===== src/rtl/flag_gen_pipe.sv =====
// -----------------------------------------------------------------------------
// flag_gen_pipe
// Two-stage pipelined add/subtract unit that produces the architectural
// zero/neg/ofl/cout condition flags used by set-instruction and branch logic.
//
// Stage 1 registers the EX operands and control. Stage 2 performs the
// (WIDTH+1)-bit add/subtract on the stage-1 registers, registers the result,
// and loads the architectural flags when the instruction is live and
// flag-writing.
//
// Ports:
//   clk        system clock, all state updates on rising edge
//   rst        synchronous, active-high reset (overrides stall and flush)
//   valid_in   stage-1 input carries a live instruction
//   a, b       operands (WIDTH bits)
//   sub        0: a + b, 1: a - b (a + ~b + 1)
//   flag_wr    instruction updates the architectural flags
//   stall      hold both stages and the flags
//   flush      kill both stages (takes priority over stall)
//   valid_out  stage 2 holds a live instruction
//   result     stage-2 arithmetic result
//   zero, neg, ofl, cout  architectural condition flags
// -----------------------------------------------------------------------------
module flag_gen_pipe #(
    parameter int WIDTH = 16
) (
    input  logic             clk,
    input  logic             rst,
    input  logic             valid_in,
    input  logic [WIDTH-1:0] a,
    input  logic [WIDTH-1:0] b,
    input  logic             sub,
    input  logic             flag_wr,
    input  logic             stall,
    input  logic             flush,
    output logic             valid_out,
    output logic [WIDTH-1:0] result,
    output logic             zero,
    output logic             neg,
    output logic             ofl,
    output logic             cout
);

    // Stage 1 registers
    logic             r_v1;
    logic [WIDTH-1:0] r_a1;
    logic [WIDTH-1:0] r_b1;
    logic             r_sub1;
    logic             r_fw1;

    // Stage 2 and architectural flag registers
    logic             r_valid_out;
    logic [WIDTH-1:0] r_result;
    logic             r_zero;
    logic             r_neg;
    logic             r_ofl;
    logic             r_cout;

    // Stage 2 arithmetic, computed from stage-1 registers
    logic [WIDTH-1:0] w_bb;
    logic [WIDTH:0]   w_sum;
    logic [WIDTH-1:0] w_r;
    logic             w_z;
    logic             w_n;
    logic             w_o;
    logic             w_c;

    assign w_bb  = r_sub1 ? ~r_b1 : r_b1;
    // sub1 doubles as the carry-in that completes the two's complement of b
    assign w_sum = {1'b0, r_a1} + {1'b0, w_bb} + {{WIDTH{1'b0}}, r_sub1};
    assign w_r   = w_sum[WIDTH-1:0];
    assign w_c   = w_sum[WIDTH];
    assign w_z   = (w_r == '0);
    assign w_n   = w_r[WIDTH-1];
    // Signed overflow: both addends share a sign and the result sign differs
    assign w_o   = (r_a1[WIDTH-1] == w_bb[WIDTH-1]) && (w_r[WIDTH-1] != r_a1[WIDTH-1]);

    always_ff @(posedge clk) begin
        if (rst) begin
            r_v1        <= 1'b0;
            r_a1        <= '0;
            r_b1        <= '0;
            r_sub1      <= 1'b0;
            r_fw1       <= 1'b0;
            r_valid_out <= 1'b0;
            r_result    <= '0;
            r_zero      <= 1'b0;
            r_neg       <= 1'b0;
            r_ofl       <= 1'b0;
            r_cout      <= 1'b0;
        end else if (flush) begin
            // Only the valid bits are killed; data fields are left as-is
            // and the flags never load on a flush edge.
            r_v1        <= 1'b0;
            r_valid_out <= 1'b0;
        end else if (!stall) begin
            r_v1        <= valid_in;
            r_a1        <= a;
            r_b1        <= b;
            r_sub1      <= sub;
            r_fw1       <= flag_wr;
            r_valid_out <= r_v1;
            r_result    <= w_r;
            // Bubbles and non-flag-writing ops leave the flags untouched
            if (r_v1 && r_fw1) begin
                r_zero <= w_z;
                r_neg  <= w_n;
                r_ofl  <= w_o;
                r_cout <= w_c;
            end
        end
    end

    assign valid_out = r_valid_out;
    assign result    = r_result;
    assign zero      = r_zero;
    assign neg       = r_neg;
    assign ofl       = r_ofl;
    assign cout      = r_cout;

endmodule

===== config.mk =====
export PLATFORM = sky130hd
export DESIGN_NAME = flag_gen_pipe
export DESIGN_NICKNAME = d
export VERILOG_FILES = /design/src/rtl/flag_gen_pipe.sv
export SDC_FILE = /design/constraint.sdc
export NUM_CORES = 1
export LEC_CHECK = 0
export ABC_AREA = 0
export BUFFER_PORTS_ARGS = -buffer_cell sky130_fd_sc_hd__buf_2
export CORE_MARGIN = 2
export CORE_UTILIZATION = 35
export DETAILED_ROUTE_END_ITERATION = 10
export HOLD_SLACK_MARGIN = 0.1
export PLACE_DENSITY = 0.67
export SYNTH_ARGS = -nofsm -noshare
export SYNTH_HDL_FRONTEND = slang
export SYNTH_SLANG_ARGS = --single-unit
export TNS_END_PERCENT = 10

===== constraint.sdc =====
create_clock -name clk -period 6.2 [get_ports clk]
set_clock_uncertainty 0.05 [all_clocks]
set_input_delay 0.31 -clock clk [delete_from_list [all_inputs] [get_ports clk]]
set_output_delay 0.31 -clock clk [all_outputs]
set_load 0.02 [all_outputs]

---- Word level (Yosys, flattened, before mapping) ----
Cells that the tools add are included.
cells by class
  $add $sub $neg .......................... 2
  equality and inequality tests ........... 2
  multiplexer cells ....................... 1
  bitwise logic cells ..................... 3
  reduce and logical (&&, ||, !) cells .... 6
operators with widths
  operator                                   count
  16-bit by 16-bit adder with 17-bit output  1
  17-bit by 1-bit adder with 17-bit output   1
  16-bit zero test                           1
  16-bit 2-to-1 mux                          1
  16-bit inverter                            1
  3-bit AND reduction                        1
  1-bit logical AND                          2
  1-bit inverter                             2
  2-bit AND reduction                        1
  2-bit OR reduction                         1
  1-bit == test                              1
  1-bit != test                              1
word-level totals
  register bits ........................... 56
  output and inout port bits .............. 21
  word-level logic and storage cells ...... 25

---- Logic depth before layout (Yosys ltp) ----
  depth in word-level cells ............... 6
  mapped depth ............................ 12

---- Least setup slack after synthesis ----
Ideal clock, no wire load.
  path type ............................... register -> register
  from .................................... reg r_sub1
  to ...................................... reg r_zero, in the netlist zero
  library setup time ...................... 0.084 ns
  arrival ................................. 2.972 ns
  data required time ...................... 6.066 ns
  slack ................................... 3.093 ns
  cell stages (with the launch flop) ...... 13
  path buffers ............................ 2
  clock period less this slack ............ 3.107 ns
  path through ............................ dfxtp_1 buf_6 clkbuf_1 xor2_1 ha_1 o211a_1 o31a_1 nor2_1 xnor2_1 or4_1 a2111oi_2 nand4bb_1 o31ai_2
between the ends
  cells in the longest elaborated chain, start to end .. 4
RTL lines
  item                                          line  RTL
  start: declaration                            48    logic r_sub1;
  start signal: assignment                      100   r_sub1 <= sub;
  16-bit 2-to-1 mux                             68    assign w_bb = r_sub1 ? ~r_b1 : r_b1;
  16-bit by 16-bit adder with 17-bit output     70    assign w_sum = {1'b0, r_a1} + {1'b0, w_bb} + {{WIDTH{1'b0}}, r_sub1};
  17-bit by 1-bit adder with 17-bit output (*)  70
  16-bit zero test (*)                          73    assign w_z = (w_r == '0);
  end signal: assignment                        106   r_zero <= w_z;
  end: declaration                              54    logic r_zero;
Every way passes the cells marked *; elsewhere a longest branch is shown, timed or not.
A chain may end at the register's enable or synchronous reset.

---- Final worst setup path ----
Ends and elaborated chain as after synthesis.

==> impl_metrics.py <==
metrics = {
    "run_status": {
        "run_status": "finished, final reports clean",
    },
    "global_routing": {
        "track_usage_pct": 14.1,
        "grt_max_degree": 57,
        "grt_pass1_wl_um": 10100,
        "grt_pass1_vias": 2306,
        "antenna_found_initial": 0,
        "overflow": 0,
    },
    "clocking": {
        "postCtsSetupBuffers": 0,
        "cts.sinks": 56,
        "clockRootBuffer": "clkbuf_8",
        "cts.clk_slew.worst_paths_ns": 0.09,
        "cts_resized": 0,
        "htreeDepth": 2,
        "cts_tree": "built",
        "cts_buffers": 5,
        "clockBufferDepth": 2,
        "clock_latency_ns": 0.30,
        "hold_buffers": 0,
    },
    "cells_and_area": {
        "antenna_cells": 0,
        "drive_above_1_share_pct": 19.3,
        "fillers": 865,
        "design_area_sq_mm": 0.00337,
        "area_growth_pct": 16.8,
        "final_nets": 455,
    },
    "critical_path": {
        "end_kind": "flop",
        "crit_path_max_fanout": 17,
        "cp.required_ns": 6.38,
        "crit_type": "reg2reg",
        "crit_arrival_ns": 3.76,
        "crit_path_start_kind": "flop",
    },
    "logic_synthesis": {
        "netlist_top_cells_area": "dfxtp_1 39%, nand2_1 12%, a21oi_1 9.2%, ha_1 6.9%, xor2_1 6.4%",
        "yosysUniqueCellTypes": 46,
        "synth_warnings": 0,
        "syn_avg_cell_area_sq_um": 8.22,
        "ys_ff_latch": 56,
        "ys.flop_type": "dfxtp_1",
        "synth_area_sq_mm": 0.00289,
        "synth.net_count": 407,
        "yosys.area.top_type": "dfxtp_1",
        "synth_edf_count": 0,
        "yosysTopAreaCellShare_pct": 38.9,
        "ys_seq_area_share_pct": 38.9,
        "synth_cells": 351,
        "synthArstFlopShare_pct": 0,
    },
    "placement": {
        "place_congestion": 0.843,
        "place_ws_ns": 2.62,
        "placed_cell_area_sq_mm": 0.00324,
        "port-buffer-count": 59,
        "hpwl_um": 4670,
    },
    "floorplanning": {
        "start_util_pct": 35.7,
        "core-area_sq_mm": 0.00809,
        "die_height_um": 94.8,
        "die_x_um": 94.8,
        "ios": 60,
        "dieArea_sq_mm": 0.00899,
        "fp-row-count": 33,
    },
    "drt": {
        "vias_per_cell": 4.87,
        "met3_length_um": 270,
        "m1WireLength_um": 2960,
        "final_antenna_net_count": 0,
        "vias": 2457,
        "route.top_layer_used": "met4",
        "drc": 0,
        "wl_per_cell_um": 12.4,
        "drt_iter0_drc": 43,
        "wl_met2_um": 2940,
        "routed_wl_um": 6260,
        "drtPass1Iterations": 6,
    },
    "sta": {
        "slew_violations": 0,
        "setup_ws_ns": 2.62,
        "fmax_ghz": 0.279,
        "maxSlewHeadroom_pct": 25.2,
        "final-setup-viol-count": 0,
        "tns_ns": 0,
        "max_slew.worst_pin.slew_ns": 1.12,
        "rsz0062_at_grt": "false",
        "hold_viol": 0,
        "finalCritPeriodShare_pct": 57.8,
        "final.min_clock_period_ns": 3.58,
    },
    "hold_path": {
        "hold_path.class": "in2reg",
    },
    "power_and_ir_drop": {
        "power.static_leakage_nw": 1.55,
        "p_total_uw": 771,
        "vdd_drop_max_uv": 82.9,
        "power_density_mw_per_mm2": 229,
    },
    "flow_run": {
        "drv_cap": 0,
    },
}
[cells by family (layout without fill, tap and decap cells)]
group,after synthesis,count (layout),share of synthesized area [%]
adders and majority gates,17,17,7.63
AOI/OAI and AO/OA,89,89,20.6
xor gates and xnor gates,30,30,9.11
buffers and inverters,25,74,3.51
and+or+nand+nor,131,131,19.2
muxes,3,3,1.17
DFF,56,56,38.9
[stage by stage]
step | hold WS, ns | utilization [%] | instances
2_1_floorplan | 0.339 | - | 351
3_3_place_gp | 0.390 | 40.1 | 497
3_5_place_dp | 0.396 | 40.1 | 497
4_1_cts | 0.174 | 41.7 | 505
5_1_grt | 0.176 | 41.7 | 505
6_report | 0.181 | 41.7 | 505
[synth_stat cells (5+ instances only)]
master / number
ha_1: 16
xor2_1: 21
dfxtp_1: 56
a21o_1: 5
clkbuf_1: 14
a211oi_1: 6
nand2_1: 96
nand3_1: 5
nor2_1: 12
inv_1: 7
a21oi_1: 53
xnor2_1: 9
[flip-flops by register name (all words and copies together), names as in the netlist]
name	flops
cout	1
neg	1
ofl	1
r_a1	16
r_b1	16
r_fw1	1
r_sub1	1
r_v1	1
result	16
valid_out	1
zero	1
[cell usage in the layout (no fill, tap or decap), types with 2 or more instances in the layout]
cell,synthesis,layout
o21a_1,2,2
xor2_1,21,21
nor2_1,12,11
or4_1,2,2
a211oi_1,6,6
ha_1,16,16
nand3_1,5,5
dfxtp_1,56,56
a21oi_1,53,53
nor3_1,3,3
or3_1,2,2
mux2i_1,2,2
o211a_1,3,3
buf_2,0,59
o21bai_1,3,3
inv_1,7,7
o21ai_0,4,4
nand2b_1,2,2
xnor2_1,9,9
o221ai_1,2,2
nand2_1,96,96
a21o_1,5,5
clkbuf_8,0,7
[final timing paths]
| path | from | end | slack [ns] | depth (start not counted) |
|---|---|---|---|---|
| setup / recovery | r_sub1 | zero | 2.62 | 11 |
| hold / removal | b[7] | r_b1[7] | 0.18 | 3 |
| setup reg to reg | r_sub1 | zero | 2.62 | 11 |
| hold reg to reg | result[2] | result[2] | 0.41 | 2 |
[power breakdown]
group | total (mW) | switching [mW] | internal, mW
Clock | 0.256 | 0.113 | 0.143
Sequential | 0.387 | 0.0121 | 0.375
Combinational | 0.128 | 0.0758 | 0.0520
Total | 0.771 | 0.201 | 0.570
[worst max-delay path, stage by stage, from the launching register on]
cell and delay [ns]:
dfxtp_1 0.92, xor2_1 0.24, inv_1 0.09, fa_1 0.43
nor2b_1 0.16, o31a_1 0.22, nor2_1 0.09, xnor2_1 0.14
or4_1 0.54, a2111oi_2 0.29, nand4bb_1 0.15, o31ai_2 0.18
[routing by layer]
layer	up-vias	track usage (%)
met5	-	0
met4	0	4.95
met3	12	2.63
met2	53	24.1
met1	1098	17.6
li1	1294	-
[layout make-up]
cell class | count | area, sq um | area share (%)
sequential | 56 | 1120 | 33.3
timing repair buffer | 59 | 295 | 8.76
inverter | 7 | 26.3 | 0.780
clock inverter | 1 | 30.0 | 0.891
tap | 105 | 131 | 3.90
clock buffer | 7 | 96.3 | 2.86
multi-input combinational | 270 | 1670 | 49.6
Note: power is estimated with default switching activity, not from simulation.
